--- src/rtl/instr_pack_pkg.sv ---
// Shared constants for the instruction stream loader: opcodes, field positions,
// FSM state encoding and the field-packing helper.
package instr_pack_pkg;

  localparam logic [5:0] OP_RTYPE = 6'h00;
  localparam logic [5:0] OP_ADDI  = 6'h08;
  localparam logic [5:0] OP_LW    = 6'h23;
  localparam logic [5:0] OP_SW    = 6'h2B;
  localparam logic [5:0] OP_BEQ   = 6'h04;
  localparam logic [5:0] OP_J     = 6'h02;

  localparam int unsigned INSTR_W = 32;
  localparam int unsigned OP_LSB  = 26;
  localparam int unsigned RS_LSB  = 21;
  localparam int unsigned RT_LSB  = 16;
  localparam int unsigned RD_LSB  = 11;

  localparam int unsigned DEFAULT_FIFO_DEPTH = 4;

  typedef enum logic [1:0] {
    ST_IDLE  = 2'd0,
    ST_LOAD  = 2'd1,
    ST_DRAIN = 2'd2,
    ST_DONE  = 2'd3
  } state_e;

  // R-type keeps rd plus shamt/funct in imm[10:0]; otherwise the full 16-bit immediate.
  function automatic logic [INSTR_W-1:0] pack_instr(
    input logic        fmt_r,
    input logic [5:0]  op,
    input logic [4:0]  rs,
    input logic [4:0]  rt,
    input logic [4:0]  rd,
    input logic [15:0] imm
  );
    logic [INSTR_W-1:0] word;
    word = '0;
    word[OP_LSB +: 6] = op;
    word[RS_LSB +: 5] = rs;
    word[RT_LSB +: 5] = rt;
    if (fmt_r) begin
      word[RD_LSB +: 5] = rd;
      word[10:0]        = imm[10:0];
    end else begin
      word[15:0] = imm;
    end
    return word;
  endfunction

endpackage

--- src/rtl/instr_fifo.sv ---
// Synchronous FIFO with registered storage; the head is never bypassed from a
// same-cycle push.
module instr_fifo #(
  parameter int unsigned WIDTH = 32,
  parameter int unsigned DEPTH = 4
) (
  input  logic             clk_i,
  input  logic             rst_i,
  input  logic             push_i,
  input  logic [WIDTH-1:0] push_data_i,
  input  logic             pop_i,
  output logic             full_o,
  output logic             empty_o,
  output logic [WIDTH-1:0] head_o
);

  localparam int unsigned PTR_W = $clog2(DEPTH);
  localparam int unsigned CNT_W = PTR_W + 1;

  logic [WIDTH-1:0] mem_q [DEPTH];
  logic [PTR_W-1:0] wr_ptr_q, rd_ptr_q;
  logic [CNT_W-1:0] count_q;

  always_ff @(posedge clk_i) begin
    if (rst_i) begin
      for (int i = 0; i < int'(DEPTH); i++) mem_q[i] <= '0;
      wr_ptr_q <= '0;
      rd_ptr_q <= '0;
      count_q  <= '0;
    end else begin
      if (push_i) begin
        mem_q[wr_ptr_q] <= push_data_i;
        wr_ptr_q        <= wr_ptr_q + PTR_W'(1);
      end
      if (pop_i) rd_ptr_q <= rd_ptr_q + PTR_W'(1);
      case ({push_i, pop_i})
        2'b10:   count_q <= count_q + CNT_W'(1);
        2'b01:   count_q <= count_q - CNT_W'(1);
        default: count_q <= count_q;
      endcase
    end
  end

  assign full_o  = (count_q == CNT_W'(DEPTH));
  assign empty_o = (count_q == '0);
  assign head_o  = mem_q[rd_ptr_q];

endmodule

--- src/rtl/instr_stream_loader.sv ---
// Packs decoded MIPS32 field sets into instruction words and streams them into
// instruction memory at consecutive word addresses.
module instr_stream_loader
  import instr_pack_pkg::*;
#(
  parameter int unsigned ADDR_W     = 32,
  parameter int unsigned CNT_W      = 8,
  parameter int unsigned FIFO_DEPTH = DEFAULT_FIFO_DEPTH
) (
  input  logic               CLK,
  input  logic               RST,
  input  logic               start,
  input  logic [ADDR_W-1:0]  base_addr,
  input  logic [CNT_W-1:0]   word_count,
  input  logic               in_valid,
  output logic               in_ready,
  input  logic               fmt_r,
  input  logic [5:0]         op,
  input  logic [4:0]         rs,
  input  logic [4:0]         rt,
  input  logic [4:0]         rd,
  input  logic [15:0]        immediate,
  output logic               mem_we,
  output logic [ADDR_W-1:0]  mem_addr,
  output logic [INSTR_W-1:0] mem_wdata,
  input  logic               mem_ready,
  output logic               busy,
  output logic               done,
  output logic [CNT_W-1:0]   words_written
);

  state_e             state_q, state_d;
  logic [ADDR_W-1:0]  base_q, base_d;
  logic [CNT_W-1:0]   count_q, count_d;
  logic [CNT_W-1:0]   accepted_q, accepted_d;
  logic [CNT_W-1:0]   written_q, written_d;

  logic               fifo_full, fifo_empty;
  logic               push, pop;
  logic [INSTR_W-1:0] packed_word;

  always_ff @(posedge CLK) begin
    if (RST) begin
      state_q    <= ST_IDLE;
      base_q     <= '0;
      count_q    <= '0;
      accepted_q <= '0;
      written_q  <= '0;
    end else begin
      state_q    <= state_d;
      base_q     <= base_d;
      count_q    <= count_d;
      accepted_q <= accepted_d;
      written_q  <= written_d;
    end
  end

  // Handshake and status outputs decode registered state only.
  assign in_ready      = (state_q == ST_LOAD) && !fifo_full && (accepted_q < count_q);
  assign mem_we        = ((state_q == ST_LOAD) || (state_q == ST_DRAIN)) && !fifo_empty;
  assign mem_addr      = base_q + ADDR_W'({written_q, 2'b00});
  assign busy          = (state_q == ST_LOAD) || (state_q == ST_DRAIN);
  assign done          = (state_q == ST_DONE);
  assign words_written = written_q;

  assign push        = in_valid && in_ready;
  assign pop         = mem_we && mem_ready;
  assign packed_word = pack_instr(fmt_r, op, rs, rt, rd, immediate);

  always_comb begin
    state_d    = state_q;
    base_d     = base_q;
    count_d    = count_q;
    accepted_d = accepted_q;
    written_d  = written_q;
    if (push) accepted_d = accepted_q + CNT_W'(1);
    if (pop)  written_d  = written_q + CNT_W'(1);

    case (state_q)
      ST_IDLE: begin
        if (start) begin
          base_d     = base_addr & ~ADDR_W'(3);
          count_d    = word_count;
          accepted_d = '0;
          written_d  = '0;
          state_d    = (word_count == '0) ? ST_DONE : ST_LOAD;
        end
      end
      ST_LOAD: begin
        if (accepted_q == count_q) state_d = ST_DRAIN;
      end
      ST_DRAIN: begin
        if (written_q == count_q) state_d = ST_DONE;
      end
      ST_DONE: begin
        state_d = ST_IDLE;
      end
      default: state_d = ST_IDLE;
    endcase
  end

  instr_fifo #(
    .WIDTH (INSTR_W),
    .DEPTH (FIFO_DEPTH)
  ) u_fifo (
    .clk_i       (CLK),
    .rst_i       (RST),
    .push_i      (push),
    .push_data_i (packed_word),
    .pop_i       (pop),
    .full_o      (fifo_full),
    .empty_o     (fifo_empty),
    .head_o      (mem_wdata)
  );

endmodule

--- config.mk ---
export PLATFORM = sky130hd
export DESIGN_NAME = instr_stream_loader
export DESIGN_NICKNAME = d
export VERILOG_FILES = /design/src/rtl/instr_pack_pkg.sv /design/src/rtl/instr_fifo.sv /design/src/rtl/instr_stream_loader.sv
export SDC_FILE = /design/constraint.sdc
export NUM_CORES = 1
export LEC_CHECK = 0
export CAP_MARGIN = 10
export CORE_MARGIN = 4
export CORE_UTILIZATION = 48
export CTS_CLUSTER_DIAMETER = 80
export DETAILED_ROUTE_END_ITERATION = 6
export MAX_ROUTING_LAYER = met4
export PLACE_DENSITY_LB_ADDON = 0.3
export SETUP_SLACK_MARGIN = 0.5
export SLEW_MARGIN = 20
export SYNTH_ARGS = -nofsm -noshare
export SYNTH_HDL_FRONTEND = slang
export SYNTH_SLANG_ARGS = --single-unit
--- constraint.sdc ---
create_clock -name CLK -period 4.18 [get_ports CLK]
set_clock_uncertainty 0.15 [all_clocks]
set_input_delay 0.627 -clock CLK [delete_from_list [all_inputs] [get_ports CLK]]
set_output_delay 0.627 -clock CLK [all_outputs]
set_load 0.05 [all_outputs]
# Yosys cells after proc, flatten, opt, wreduce, memory -nomap -nowiden
# Memories as Yosys holds them, arrays and structs flattened. A register that Yosys moved wholly into a read port is not among the register bits.
# Index checks and enable logic that the tools add are counted.
# classes
add_sub_neg	7
reduce_logical	15
mux	23
bitwise_logic	0
div	0
n_mul	0
n_shift	0
magnitude_cmp	1
n_eq_ne	11
# ops
cell	n
two-way mux 8 bit	6
adder 32 x 10 -> 32 bit	1
two-way mux 32 bit	1
OR reduction 32 bit	1
adder 8 x 1 -> 8 bit (second input constant)	2
equality test 8 bit	2
two-way mux 16 bit	1
two-way mux 2 bit	7
zero test 8 bit	1
< comparator 8 bit	1
case mux 2 bit (4 select lines)	1
equality test 2 bit (second input constant)	3
two-way mux 1 bit	6
case mux 3 bit (2 select lines)	1
logical AND 1 bit	5
adder 2 x 1 -> 2 bit (second input constant)	2
equality test 2 x 1 -> 1 bit (second input constant)	2
inequality test 2 x 1 -> 1 bit (second input constant)	2
adder 3 x 1 -> 3 bit (second input constant)	1
equality test 3 bit (second input constant)	1
zero test 3 bit	1
AND reduction 3 bit	1
subtractor 3 x 1 -> 3 bit (second input constant)	1
zero test 1 bit	2
other kinds (5)	5
# totals
in_bits	83
elab_cells	66
latch_bits	0
rom_bits	0
ram_bits	128
n_memories	1
reg_bits	63
# mem_list
name	depth	width	rd	rd_clocked_by_memory_dff	write_ports	line	source
u_fifo.mem_q	4	32	1	1	4	instr_fifo.sv:20	logic [WIDTH-1:0] mem_q [DEPTH];

# Depth between registers and ports, before layout
# logic_depth
depth_word	10
depth_mapped	15
depth_no_buf	14

# Modules after synthesis
# A second synthesis with hierarchy kept.
# hier_totals
hier_cells	795
area_unflattened_um2	9380.2
# modules_own_cells
mod	cells_each	instances	area_per_inst_um2	seq_area_each_um2
instr_fifo	356	1	5959.5	4023.9
instr_stream_loader	439	1	3420.8	1121.1

# Worst setup path after synthesis
# No wires, ideal clock.
# synth_timing
path_kind	register -> register
start	reg count_q[1]
end	mem u_fifo.mem_q[2][0], enable pin
period_less_slack_ps	4500
path_stages_with_launch	9
arrival_time_ps	3880
setup_ps	470
slack_ps	-320
t_required_ps	3560
path_cell_list	dfxtp_1 inv_1 ha_1 nor2b_1 o211ai_1 a21o_1 nand2_1 buf_2 o31ai_1
# synth_rtl
element	line	source
from (decl)	instr_stream_loader.sv:34	logic [CNT_W-1:0] count_q, count_d;
from (signal assigned)	instr_stream_loader.sv:52	count_q <= count_d;
to (decl)	instr_fifo.sv:20	

# Worst setup path in the final report
# layout_timing
start	reg base_q[7]
end	out mem_addr[10]
# layout_between
elab_chain_cells	1
# layout_lines
element	line	source
from (decl)	instr_stream_loader.sv:33	logic [ADDR_W-1:0] base_q, base_d;
from (signal assigned)	instr_stream_loader.sv:51	base_q <= base_d;
adder 32 x 10 -> 32 bit	instr_stream_loader.sv:61	assign mem_addr = base_q + ADDR_W'({written_q, 2'b00});
to (decl)	instr_stream_loader.sv:24	output logic [ADDR_W-1:0] mem_addr,
# No other way between the ends.

==> impl_metrics.xml <==
<?xml version="1.0" encoding="UTF-8"?>
<metrics>
  <group name="clocking">
    <metric name="cts_hold_repair.buffers" unit="">0</metric>
    <metric name="clock-sinks" unit="">193</metric>
    <metric name="worst_skew_pair.late_latency" unit="ps">430</metric>
    <metric name="path_clk_slew" unit="ps">70</metric>
    <metric name="cts-buffers-inserted" unit="">17</metric>
    <metric name="cts_root_buffer" unit="">clkbuf_16</metric>
    <metric name="clock_tree_from_tritoncts" unit="">yes</metric>
    <metric name="ctsLongestPathBuffers" unit="">2</metric>
    <metric name="htree_levels" unit="">4</metric>
  </group>
  <group name="global_routing">
    <metric name="gr-total-overflow" unit="">0</metric>
    <metric name="wire_length_of_the_first_global_routing_pass" unit="µm">35850</metric>
    <metric name="use_met1" unit="%">26.47</metric>
    <metric name="grt_util_all_layers" unit="%">21.18</metric>
    <metric name="grt_max_degree" unit="">108</metric>
    <metric name="first_global_vias" unit="">7008</metric>
    <metric name="grt.met3_usage" unit="%">4.997</metric>
    <metric name="grt_most_used_layer" unit="">met2</metric>
    <metric name="antenna_violations_before_repair" unit="">0</metric>
    <metric name="global_route.usage.met2" unit="%">35.47</metric>
  </group>
  <group name="layout">
    <metric name="mostFrequentLayoutCells" unit="">nand2_1, clkdlybuf4s50_1, edfxtp_1, nor3_1, nor2_1</metric>
    <metric name="final_cell_count_no_fill" unit="">1260</metric>
    <metric name="num_antenna_cells" unit="">0</metric>
    <metric name="final_common_cell" unit="">nand2_1</metric>
    <metric name="final_net_count" unit="">1097</metric>
    <metric name="area_growth" unit="%">26.58</metric>
    <metric name="final_layout_size_suffix_gt1_share" unit="%">14.20</metric>
    <metric name="utilization" unit="%">62.46</metric>
  </group>
  <group name="placed_design">
    <metric name="dpl_worst_slack" unit="ps">420.9</metric>
    <metric name="numPortBuffers" unit="">154</metric>
    <metric name="placedCellCount" unit="">1226</metric>
    <metric name="gp_congestion" unit="">0.8358</metric>
    <metric name="detailed_place_hpwl" unit="µm">14380</metric>
  </group>
  <group name="synth">
    <metric name="synth_area_leader_cell" unit="">edfxtp_1</metric>
    <metric name="syn_inst" unit="">849</metric>
    <metric name="postSynth.topFlopCell" unit="">edfxtp_1</metric>
    <metric name="netlist-cell-type-count" unit="">55</metric>
    <metric name="synth-edff-count" unit="">128</metric>
    <metric name="netlist_area" unit="µm²">9354</metric>
    <metric name="yosys_register_bits" unit="">193</metric>
    <metric name="synth_top_area_share" unit="%">41.09</metric>
    <metric name="synth.yosys.seq_area_share" unit="%">55.00</metric>
    <metric name="async_set_reset_flop_share_out_of_synthesis" unit="%">0</metric>
    <metric name="yosysWarningCount" unit="">0</metric>
    <metric name="mean_instance_size_in_the_synthesized_netlist" unit="µm²">11.02</metric>
    <metric name="netlist_top_cells_area" unit="">edfxtp_1, dfxtp_1, mux4_2, nand2_1, nor3_1</metric>
  </group>
  <group name="floorplan">
    <metric name="design.portCount" unit="">159</metric>
    <metric name="die-width" unit="µm">147.6</metric>
    <metric name="floorplan.die.height" unit="µm">147.6</metric>
    <metric name="core_region" unit="µm²">18960</metric>
    <metric name="rows" unit="">50</metric>
    <metric name="start_util" unit="%">49.35</metric>
    <metric name="design.die.area" unit="µm²">21780</metric>
  </group>
  <group name="sta">
    <metric name="timing.final.hold_violations" unit="">0</metric>
    <metric name="fin_crit" unit="ps">3657</metric>
    <metric name="grt_setup_unrepaired" unit="">true</metric>
    <metric name="timing.fmax" unit="MHz">273.5</metric>
    <metric name="layout_setup_ws" unit="ps">523.4</metric>
    <metric name="number_of_slew_limit_violations_in_the_final_report" unit="">0</metric>
    <metric name="timing.final.setup_violations" unit="">0</metric>
    <metric name="worst_hold_check_slack" unit="ps">310.0</metric>
    <metric name="max_slew_margin" unit="%">29.72</metric>
    <metric name="slew_worst_pin" unit="ps">1054</metric>
    <metric name="timing.final.crit_share" unit="%">87.48</metric>
  </group>
  <group name="detailed_routing">
    <metric name="detailroute.via_count" unit="">6929</metric>
    <metric name="drc" unit="">0</metric>
    <metric name="drt-initial-drc-count" unit="">347</metric>
    <metric name="vias_per_cell" unit="">5.499</metric>
    <metric name="totalWireLength" unit="µm">21980</metric>
    <metric name="drt-wirelength-per-cell" unit="µm">17.45</metric>
    <metric name="first_pass_iters" unit="">4</metric>
    <metric name="ant_nets" unit="">0</metric>
  </group>
  <group name="min_path">
    <metric name="min_to" unit="">base_q[2]</metric>
    <metric name="holdCritStartpoint" unit="">base_q[2]</metric>
    <metric name="worst_hold_path_cell_count" unit="">2</metric>
    <metric name="hold_wc_path_type" unit="">reg -&gt; reg</metric>
  </group>
  <group name="worst_setup_path">
    <metric name="worstRegToRegCells" unit="">8</metric>
    <metric name="end_kind" unit="">output port</metric>
    <metric name="critPathLaunchType" unit="">flop</metric>
    <metric name="worst-endpoint-required" unit="ps">3400</metric>
    <metric name="critical_path_peak_fanout" unit="">11</metric>
    <metric name="r2r-end" unit="">u_fifo.mem_q[0][4]</metric>
    <metric name="cp_data_arrival_time" unit="ps">2880</metric>
    <metric name="path_type_of_the_worst_setup_path" unit="">reg -&gt; out</metric>
    <metric name="crit-reg2reg-launch" unit="">count_q[1]</metric>
    <metric name="worst-r2r-setup-slack" unit="ps">1090</metric>
  </group>
  <group name="power_and_ir_drop">
    <metric name="power.total" unit="W">0.005705</metric>
    <metric name="powerDensity" unit="nW/µm²">481.9</metric>
    <metric name="static-leakage-power" unit="nW">4.245</metric>
    <metric name="vdd_ir_drop_max" unit="mV">0.2876</metric>
  </group>
  <group name="outcome">
    <metric name="status" unit="">finished clean</metric>
  </group>
  <group name="flow_run">
    <metric name="maxCapViolCount" unit="">0</metric>
  </group>
</metrics>
==> worst max path at each step <==
stage / from / end / slack (ps) / cells past startpoint
2_1_floorplan: count_q[1] / u_fifo.mem_q[2][0] / -320 / 8
3_3_place_gp: words_written[5] / mem_addr[20] / 440 / 7
3_5_place_dp: base_q[7] / mem_addr[20] / 420 / 7
4_1_cts: words_written[1] / mem_addr[20] / 230 / 8
5_1_grt: words_written[0] / mem_addr[10] / 400 / 8
6_report: base_q[7] / mem_addr[10] / 520 / 6
==> critical path: stages, from the launching register on <==
cell and delay [ps]:
dfxtp_1 330, ha_1 350, a21o_1 210, a21o_1 200, a211oi_4 720, xnor2_1 230
clkdlybuf4s15_2 410
==> cell usage after synthesis, drive strengths merged, types with 23 or more instances <==
library cell    n
buf            35
a21oi          55
nand2         133
dfxtp          65
mux4           32
nor3           82
inv            23
edfxtp        128
ha             24
xor2           23
clkbuf         23
nor2           79
==> report_power, final <==
| group | internal, W | switching (W) | leakage [nW] |
|---|---|---|---|
| Clock | 0.000903 | 0.000763 | 0.289 |
| Combinational | 0.000532 | 0.00117 | 2.10 |
| Sequential | 0.00222 | 0.000115 | 1.86 |
| Total | 0.00365 | 0.00205 | 4.24 |
==> routing by layer <==
metal,vias to the layer above,routed length (µm)
li1,3355,-
met1,3338,9335
met2,212,11000
met3,24,1423
met4,0,226
met5,-,0
==> registers in the layout, indices dropped and copies added (netlist names), named ones only <==
| register | cells |
|---|---|
| u_fifo.wr_ptr_q | 2 |
| count_q | 8 |
| u_fifo.rd_ptr_q | 2 |
| base_q | 30 |
| state_q | 2 |
| u_fifo.count_q | 3 |
| u_fifo.mem_q | 128 |
| accepted_q | 8 |
| words_written | 8 |
==> cell families (layout without fill, tap and decap cells) <==
kind of cell	Yosys count	count (layout)	synth area share, %
AND/OR/NAND/NOR	355	355	17.55
flip-flops	193	193	55.00
AO/OA/AOI/OAI	110	110	7.451
buffers and inverters	81	231	3.732
XOR/XNOR	43	43	4.026
multiplexers	40	40	8.561
adder cells (fa/ha/maj)	26	26	3.638
other	1	2	0.04009
==> per-stage QoR <==
step	setup TNS [ps]	instance area [µm²]
2_1_floorplan	-20460	9418
3_3_place_gp	0	11220
3_5_place_dp	0	11220
4_1_cts	0	11800
5_1_grt	0	11840
6_report	0	11840
==> cell type report <==
cell class	count	area, µm²
Fill cell	1542	7116
Sequential cell	193	5147
Multi-Input combinational cell	576	4033
Timing Repair Buffer	177	1649
Clock buffer	17	425.4
Tap cell	260	325.3
Clock inverter	14	173.9
Inverter	23	86.33
==> repair_timing <==
item	4_1_cts	5_1_grt
setup buffers	0	3
pin swaps	0	2
gates resized for setup	46	26
setup endpoints to repair	20	25
cloned	0	0
Note: power is estimated with default switching activity, not from simulation.
